File: src/rtl/uart_tx_cfg.sv
// uart_tx_cfg: configurable UART transmitter fed from a show-ahead FIFO, with an internal baud divider.
// Frames run back-to-back while the FIFO has data.
module uart_tx_cfg #(
  parameter int DATA_BITS    = 8,
  parameter int CLKS_PER_BIT = 16,
  parameter int PARITY       = 0,
  parameter int STOP_BITS    = 1,
  parameter int MSB_FIRST    = 0
) (
  input  logic                 sclk,
  input  logic                 rst,
  input  logic                 empty_i,
  input  logic [DATA_BITS-1:0] tx_data_i,
  output logic                 rd_o,
  output logic                 busy_o,
  output logic                 frame_done_o,
  output logic                 tx_out
);
  if (DATA_BITS < 5 || DATA_BITS > 9) begin : g_bad_data_bits
    $error("uart_tx_cfg: DATA_BITS must be 5..9");
  end
  if (CLKS_PER_BIT < 2) begin : g_bad_clks_per_bit
    $error("uart_tx_cfg: CLKS_PER_BIT must be >= 2");
  end
  if (PARITY < 0 || PARITY > 2) begin : g_bad_parity
    $error("uart_tx_cfg: PARITY must be 0, 1 or 2");
  end
  if (STOP_BITS < 1 || STOP_BITS > 2) begin : g_bad_stop_bits
    $error("uart_tx_cfg: STOP_BITS must be 1 or 2");
  end
  if (MSB_FIRST < 0 || MSB_FIRST > 1) begin : g_bad_msb_first
    $error("uart_tx_cfg: MSB_FIRST must be 0 or 1");
  end
  localparam logic [2:0] IDLE  = 3'd0;
  localparam logic [2:0] START = 3'd1;
  localparam logic [2:0] DATA  = 3'd2;
  localparam logic [2:0] PAR   = 3'd3;
  localparam logic [2:0] STOP  = 3'd4;
  localparam int CW = $clog2(CLKS_PER_BIT);
  localparam int BW = $clog2(DATA_BITS);
  logic [2:0]           state_q, state_d;
  logic [CW-1:0]        clk_q, clk_d;
  logic [BW-1:0]        bit_q, bit_d;
  logic                 stop_q, stop_d;
  logic [DATA_BITS-1:0] sh_q, sh_d, sh_next;
  logic                 par_q, par_d, tx_q, tx_d, busy_q, busy_d, rd_q, done_q, done_d;
  logic                 load, bit_end, last_stop, out_bit;
  assign bit_end   = clk_q == CW'(CLKS_PER_BIT - 1);
  assign last_stop = stop_q == 1'(STOP_BITS - 1);
  assign out_bit   = (MSB_FIRST != 0) ? sh_q[DATA_BITS-1] : sh_q[0];
  assign sh_next   = (MSB_FIRST != 0) ? sh_q << 1 : sh_q >> 1;
  always_comb begin
    state_d = state_q;
    clk_d   = (state_q == IDLE || bit_end) ? '0 : clk_q + 1'b1;
    bit_d   = bit_q;
    stop_d  = stop_q;
    sh_d    = sh_q;
    par_d   = par_q;
    tx_d    = tx_q;
    busy_d  = busy_q;
    load    = 1'b0;
    case (state_q)
      IDLE: load = !empty_i;
      START: if (bit_end) begin
        state_d = DATA;
        bit_d   = '0;
        tx_d    = out_bit;
        sh_d    = sh_next;
      end
      DATA: if (bit_end) begin
        if (bit_q == BW'(DATA_BITS - 1)) begin
          state_d = (PARITY != 0) ? PAR : STOP;
          tx_d    = (PARITY != 0) ? par_q : 1'b1;
          stop_d  = 1'b0;
        end else begin
          bit_d = bit_q + 1'b1;
          tx_d  = out_bit;
          sh_d  = sh_next;
        end
      end
      PAR: if (bit_end) begin
        state_d = STOP;
        tx_d    = 1'b1;
        stop_d  = 1'b0;
      end
      STOP: if (bit_end) begin
        if (!last_stop) stop_d = 1'b1;
        else if (empty_i) begin
          state_d = IDLE;
          busy_d  = 1'b0;
        end else load = 1'b1;
      end
      default: state_d = IDLE;
    endcase
    // The load path is shared by the idle pickup and the back-to-back pickup at the end of a stop bit.
    if (load) begin
      state_d = START;
      clk_d   = '0;
      sh_d    = tx_data_i;
      par_d   = (^tx_data_i) ^ (PARITY == 2);
      tx_d    = 1'b0;
      busy_d  = 1'b1;
    end
  end
  // frame_done_o is registered, so it is raised on the edge that enters the final stop cycle.
  assign done_d = state_d == STOP && clk_d == CW'(CLKS_PER_BIT - 1) && stop_d == 1'(STOP_BITS - 1);
  always_ff @(posedge sclk) begin
    if (rst) begin
      state_q <= IDLE;
      clk_q   <= '0;
      bit_q   <= '0;
      stop_q  <= 1'b0;
      sh_q    <= '0;
      par_q   <= 1'b0;
      tx_q    <= 1'b1;
      busy_q  <= 1'b0;
      rd_q    <= 1'b0;
      done_q  <= 1'b0;
    end else begin
      state_q <= state_d;
      clk_q   <= clk_d;
      bit_q   <= bit_d;
      stop_q  <= stop_d;
      sh_q    <= sh_d;
      par_q   <= par_d;
      tx_q    <= tx_d;
      busy_q  <= busy_d;
      rd_q    <= load;
      done_q  <= done_d;
    end
  end
  assign rd_o         = rd_q;
  assign busy_o       = busy_q;
  assign frame_done_o = done_q;
  assign tx_out       = tx_q;
endmodule
File: config.mk
export PLATFORM = sky130hd
export DESIGN_NAME = uart_tx_cfg
export DESIGN_NICKNAME = d
export VERILOG_FILES = /design/src/rtl/uart_tx_cfg.sv
export SDC_FILE = /design/constraint.sdc
export NUM_CORES = 1
export LEC_CHECK = 0
export CAP_MARGIN = 30
export CORE_UTILIZATION = 52
export CTS_CLUSTER_DIAMETER = 30
export DETAILED_ROUTE_END_ITERATION = 8
export GPL_TIMING_DRIVEN = 0
export PLACE_DENSITY = 0.81
export SYNTH_ARGS = -nofsm -noshare
export SYNTH_HDL_FRONTEND = slang
export SYNTH_SLANG_ARGS = --single-unit
export TNS_END_PERCENT = 10
File: constraint.sdc
create_clock -name sclk -period 2.2 [get_ports sclk]
set_input_delay 0.44 -clock sclk [delete_from_list [all_inputs] [get_ports sclk]]
set_output_delay 0.44 -clock sclk [all_outputs]
set_load 0.1 [all_outputs]
==> impl_metrics.ini, run 1 <==
[logic_synthesis]
synthAdderAreaFrac_pct = 3.48
synth_flop_cell = dfxtp_1
synth_compound_area_share_pct = 20.7
synth_top_family_by_area = simple AND/OR/NAND/NOR gates
synth.distinct_cells = 32
synth_area_um2 = 1080
synth-seq-area-share_pct = 42.7
synth_xor_xnor_area_share_pct = 1.63
syn_nets = 133
avgSynthCellArea_um2 = 9.05
synth-simple-area-share_pct = 25.8
muxShareOfSynthArea_pct = 0
yosysWarnings = 0
syn_inst = 119
synth_async_sr_flop_share_pct = 0
synth_edf_count = 0
ys_ff_latch = 23

[clock_network]
cts_htree_levels = 1
cts_tree = built
post_cts_buffers = 0
cts.clk_slew.worst_paths_ns = 0.11
cts_root_buffer = clkbuf_4
numCtsBuffers = 3
cts_buffer_depth = 2
clock_latency_ns = 0.30
cts_sinks = 23

[floorplanning]
die_y_um = 47.5
num_rows = 16
ioPinCount = 15
coreArea_um2 = 1960
die-area_um2 = 2260
die_w_um = 47.5
start_util_pct = 54.9

[place]
port_buffers = 14
place_hpwl_um = 1500
gp_congestion = 0.890
pre_cts_ws_ns = 0.181

[sta]
finalMaxSlewViolations = 0
final.setup_skew_ns = 0.00214
max_slew_margin_pct = 36.2
max_clock_freq_mhz = 507
rsz0062_at_grt = no
period_minus_slack_ns = 1.97
setup_violations = 0
min_period_over_period_pct = 89.6
hold_viol_final = 0
tns_ns = 0
setup_ws_ns = 0.228
tightest_slew_ns = 0.956

[critical_path]
cp.required_ns = 1.76
crit_family = buffers and inverters
cp_slowest_cell = dlygate4sd2_1
path_class = reg -> out
slowest_delay_ns = 0.86
cp_num_buf_inv = 1
crit_chain = dlygate4sd2_1
startpoint_type = flip-flop
crit_path_end_kind = primary output
crit_fanout = 3
cp.arrival_ns = 1.53

[grt]
grt.overflow.total = 0
grt_max_degree = 13
first_global_vias = 723
grt_pass1_wl_um = 2990
track_usage_pct = 19.2
antenna_found_initial = 0

[routing]
remaining_drc_errors = 0
first_iter_violations = 16
wirelength_um = 2040
wl_per_cell_um = 12.4
drt_pass1_iterations = 4
vias_per_cell = 5.36
ant_nets = 0
vias = 879

[cells_and_area]
syn_to_final_growth_pct = 18.5
diodes = 0
drive_above_1_share_pct = 13.9
nets = 152

[run]
maxCapViolations = 0

[power_and_ir_drop]
leakagePower_nw = 0.500
max-vdd-ir-drop_v = 0.000339
cellPowerDensity_nw_per_um2 = 601

[hold_path]
min_path_type = reg -> reg

[status]
status = finished clean
-- logic make-up (layout without fill, tap and decap cells) --
| kind of cell | after synthesis | after routing |
|---|---|---|
| compound gates | 24 | 24 |
| xor+xnor | 2 | 2 |
| fa+ha+maj | 3 | 3 |
| buf+inv | 9 | 27 |
| flops | 23 | 23 |
| simple gates | 58 | 58 |
-- final timing paths --
kind	startpoint	to	slack [ns]	cells past startpoint
setup / recovery	busy_o$_SDFFE_PP0P_	busy_o	0.23	1
hold / removal	bit_q[2]$_SDFFE_PP0P_	bit_q[2]$_SDFFE_PP0P_	0.46	2
setup reg to reg	clk_q[0]$_SDFF_PP0_	sh_q[6]$_SDFFE_PP0P_	0.34	6
hold reg to reg	bit_q[2]$_SDFFE_PP0P_	bit_q[2]$_SDFFE_PP0P_	0.46	2
-- state kept, by name (all words and copies together) (netlist names) --
signal        cells
sh_q              8
busy_o            1
frame_done_o      1
bit_q             3
tx_out            1
rd_o              1
stop_q            1
clk_q             4
state_q           3
-- cells in the mapped netlist, types with 2 or more instances --
library cell,count,area share [%]
o21bai_1,2,1.4
nand3_1,5,2.3
buf_2,3,1.4
dfxtp_1,23,43
a311oi_2,7,9.8
nand2_1,20,7.0
clkbuf_1,3,1.0
nor3_1,3,1.4
a211oi_1,2,1.4
o21ai_0,2,0.93
nor2_1,18,6.3
nand4b_1,2,1.6
a21oi_1,6,2.8
ha_1,3,3.5
nand3b_1,2,1.4
nor3b_1,2,1.4
-- report_power, final --
| group | internal, W | switching (W) |
|---|---|---|
| Combinational | 0.0000559 | 0.0000806 |
| Clock | 0.0000706 | 0.000114 |
| Sequential | 0.000436 | 0.00000995 |
| Total | 0.000563 | 0.000205 |
-- layer usage --
| metal | track usage [%] | up-vias | share of wire, % |
|---|---|---|---|
| li1 | - | 459 | - |
| met1 | 25.6 | 405 | 49 |
| met2 | 29.3 | 11 | 47 |
| met3 | 3.02 | 4 | 2.5 |
| met4 | 10.9 | 0 | 1.1 |
| met5 | 0 | - | 0 |
-- layout make-up --
cell class                 count  area [µm²]
clock buffer                   4        26.3
inverter                       1        3.75
timing repair buffer          14         139
tap                           27        33.8
buffer                         8        57.6
multi-input combinational     87         556
fill                         183         686
sequential                    23         460
-- metrics by stage --
step | instance area [µm²] | hold slack [ns] | cells | power, W | util (%)
after floorplan | 1080 | 0.430 | 119 | 0.000554 | -
after global routing | 1280 | 0.484 | 164 | 0.000807 | 65.1
after global placement | 1250 | 0.443 | 160 | 0.000592 | 63.8
after detailed placement | 1250 | 0.452 | 160 | 0.000594 | 63.8
after CTS | 1270 | 0.469 | 164 | 0.000777 | 64.9
final | 1280 | 0.464 | 164 | 0.000767 | 65.1
-- layout by cell type (no fill, tap or decap), types with 4 or more instances in the layout --
master,netlist,routed
nand2_1,20,20
a21oi_1,6,6
nor2_1,18,18
clkdlybuf4s50_1,0,10
a311oi_2,7,7
nand3_1,5,5
clkbuf_1,3,4
dfxtp_1,23,23
-- timing repair --
action / in CTS / in global routing
pin swaps: 0 / 0
hold buffers: 0 / 0
resized for setup: 3 / 1
setup endpoints to repair: 3 / 1
(Power assumes the default switching activity.)
==> inputs of run 2 (changes only) <==
--- a/config.mk
+++ b/config.mk
@@ -11,6 +11,7 @@
 export DETAILED_ROUTE_END_ITERATION = 8
 export GPL_TIMING_DRIVEN = 0
 export PLACE_DENSITY = 0.81
+export RECOVER_POWER = 25
 export SYNTH_ARGS = -nofsm -noshare
 export SYNTH_HDL_FRONTEND = slang
 export SYNTH_SLANG_ARGS = --single-unit
==> run 2 against run 1 <==
Net effect:
- combinational power hardly changed
- non-clock buffer count stayed put
- final area is the same
- clock power hardly changed
- hold slack stayed put
- flip-flop and latch count is the same
- clock skew unchanged
- core utilization is the same
- via count unchanged
- sequential power about the same
- maximum frequency is the same
- critical path type unchanged
- critical endpoint unchanged
==> impl_metrics.ini, run 2 (same netlist as run 1, synthesis figures left out) <==
[place]
gp_congestion = 0.890
place_hpwl_um = 1500
placed_cells = 160
post_dp_cell_area_um2 = 1250
port_buffers = 14
pre_cts_ws_ns = 0.181

[critical_path]
reg2reg_depth = 6
cp.required_ns = 1.76
endpoint = busy_o
r2r_setup_slack_ns = 0.34
crit_family = buffers and inverters
crit_path_start = busy_o$_SDFFE_PP0P_
cp_slowest_cell = dlygate4sd2_1
startpoint_type = flip-flop
slowest_delay_ns = 0.86
reg2reg_from = clk_q[0]$_SDFF_PP0_
worstReg2RegEnd = sh_q[6]$_SDFFE_PP0P_
cp.arrival_ns = 1.53
crit_fanout = 3
crit_chain = dlygate4sd2_1
cp_num_buf_inv = 1
path_class = reg -> out
crit_path_end_kind = primary output
worst-path-stages = 1

[sta]
tightest_slew_ns = 0.956
finalMaxSlewViolations = 0
hold_viol_final = 0
tns_ns = 0
min_period_over_period_pct = 89.6
max_slew_margin_pct = 36.2
max_clock_freq_mhz = 507
setup_ws_ns = 0.228
period_minus_slack_ns = 1.97
setup_violations = 0
rsz0062_at_grt = no
final.setup_skew_ns = 0.00214

[grt]
track_usage_pct = 19.2
first_global_vias = 723
grt.overflow.total = 0
grt_pass1_wl_um = 2990
antenna_found_initial = 0
grt_max_degree = 13

[run]
maxCapViolations = 0

[clock_network]
cts.clk_slew.worst_paths_ns = 0.11
clock_latency_ns = 0.30
cts_htree_levels = 1
numCtsBuffers = 3
cts_tree = built
cts_buffer_depth = 2
post_cts_buffers = 0
cts_resized = 3
cts_sinks = 23
cts_root_buffer = clkbuf_4
ctsHoldBuffers = 0

[routing]
wl_per_cell_um = 12.4
ant_nets = 0
vias = 879
remaining_drc_errors = 0
first_iter_violations = 16
drt_pass1_iterations = 4
wirelength_um = 2040
vias_per_cell = 5.36

[power_and_ir_drop]
p_comb_share_pct = 17.7
p_seq_share_pct = 58.2
power_w = 0.000767
intPower_w = 0.000562
cellPowerDensity_nw_per_um2 = 601
clockPowerShare_pct = 24.1
p_sw_w = 0.000205
leakagePower_nw = 0.500
max-vdd-ir-drop_v = 0.000339
switching_share_pct = 26.7

[cells_and_area]
final_area_um2 = 1280
finalNonFillerCells = 164
top_register = sh_q
largest_register_ffs = 8
syn_to_final_growth_pct = 18.5
diodes = 0
drive_above_1_share_pct = 13.9
nets = 152
layout_common_cells = dfxtp_1, nand2_1, nor2_1, clkdlybuf4s50_1, a311oi_2
largestRegisters = sh_q (8), clk_q (4)
nFillCells = 183
final_common_cell = dfxtp_1

[floorplanning]
die_w_um = 47.5
die-area_um2 = 2260
die_y_um = 47.5
num_rows = 16
coreArea_um2 = 1960
ioPinCount = 15
start_util_pct = 54.9

[hold_path]
whs_path_depth = 2
min_path_type = reg -> reg

[status]
status = finished clean
## run 2: metal layers
metal,vias to the layer above,part of all wire [%],wire (µm),GRT usage [%]
li1,459,-,-,-
met1,405,49,999,25.6
met2,11,47,966,29.3
met3,4,2.5,50,3.02
met4,0,1.1,23,10.9
met5,-,0,0,0
## run 2: through the flow
stage               utilization [%]  hold WS, ns
floorplan                         -        0.430
global placement               63.8        0.443
detailed placement             63.8        0.452
CTS                            64.9        0.469
global route                   65.1        0.484
finish                         65.1        0.464
## run 2: worst min path at each step
| stage | from | endpoint | slack [ns] |
|---|---|---|---|
| finish | bit_q[2]$_SDFFE_PP0P_ | bit_q[2]$_SDFFE_PP0P_ | 0.46 |
| global route | bit_q[2]$_SDFFE_PP0P_ | bit_q[2]$_SDFFE_PP0P_ | 0.48 |
| CTS | bit_q[2]$_SDFFE_PP0P_ | bit_q[2]$_SDFFE_PP0P_ | 0.47 |
| detailed placement | bit_q[2]$_SDFFE_PP0P_ | bit_q[2]$_SDFFE_PP0P_ | 0.45 |
| global placement | bit_q[1]$_SDFFE_PP0P_ | bit_q[1]$_SDFFE_PP0P_ | 0.44 |
| floorplan | clk_q[0]$_SDFF_PP0_ | clk_q[0]$_SDFF_PP0_ | 0.43 |
## run 2: power by group through the flow
stage / sequential [W] / combinational, W / clock (W)
finish: 0.000446 / 0.000136 / 0.000185
detailed placement: 0.000456 / 0.000139 / 0
CTS: 0.000446 / 0.000137 / 0.000194
global placement: 0.000455 / 0.000136 / 0
global route: 0.000449 / 0.000146 / 0.000211
floorplan: 0.000485 / 0.0000681 / 0
## run 2: worst reg2reg max path: stages, from the launching register on
cell      delay, ns
dfxtp_1        0.40
ha_1           0.27
nand4b_2       0.18
a2111o_1       0.45
buf_6          0.15
buf_12         0.15
a311oi_2       0.19
## run 2: layout make-up
cell class / instances / area (µm²) / share of cell area, %
flip-flops and latches: 23 / 460 / 36.1
clock buffers: 4 / 26.3 / 2.06
well taps: 27 / 33.8 / 2.65
repair buffers: 14 / 139 / 10.9
inverters: 1 / 3.75 / 0.294
multi-input cells: 87 / 556 / 43.5
plain buffers: 8 / 57.6 / 4.51
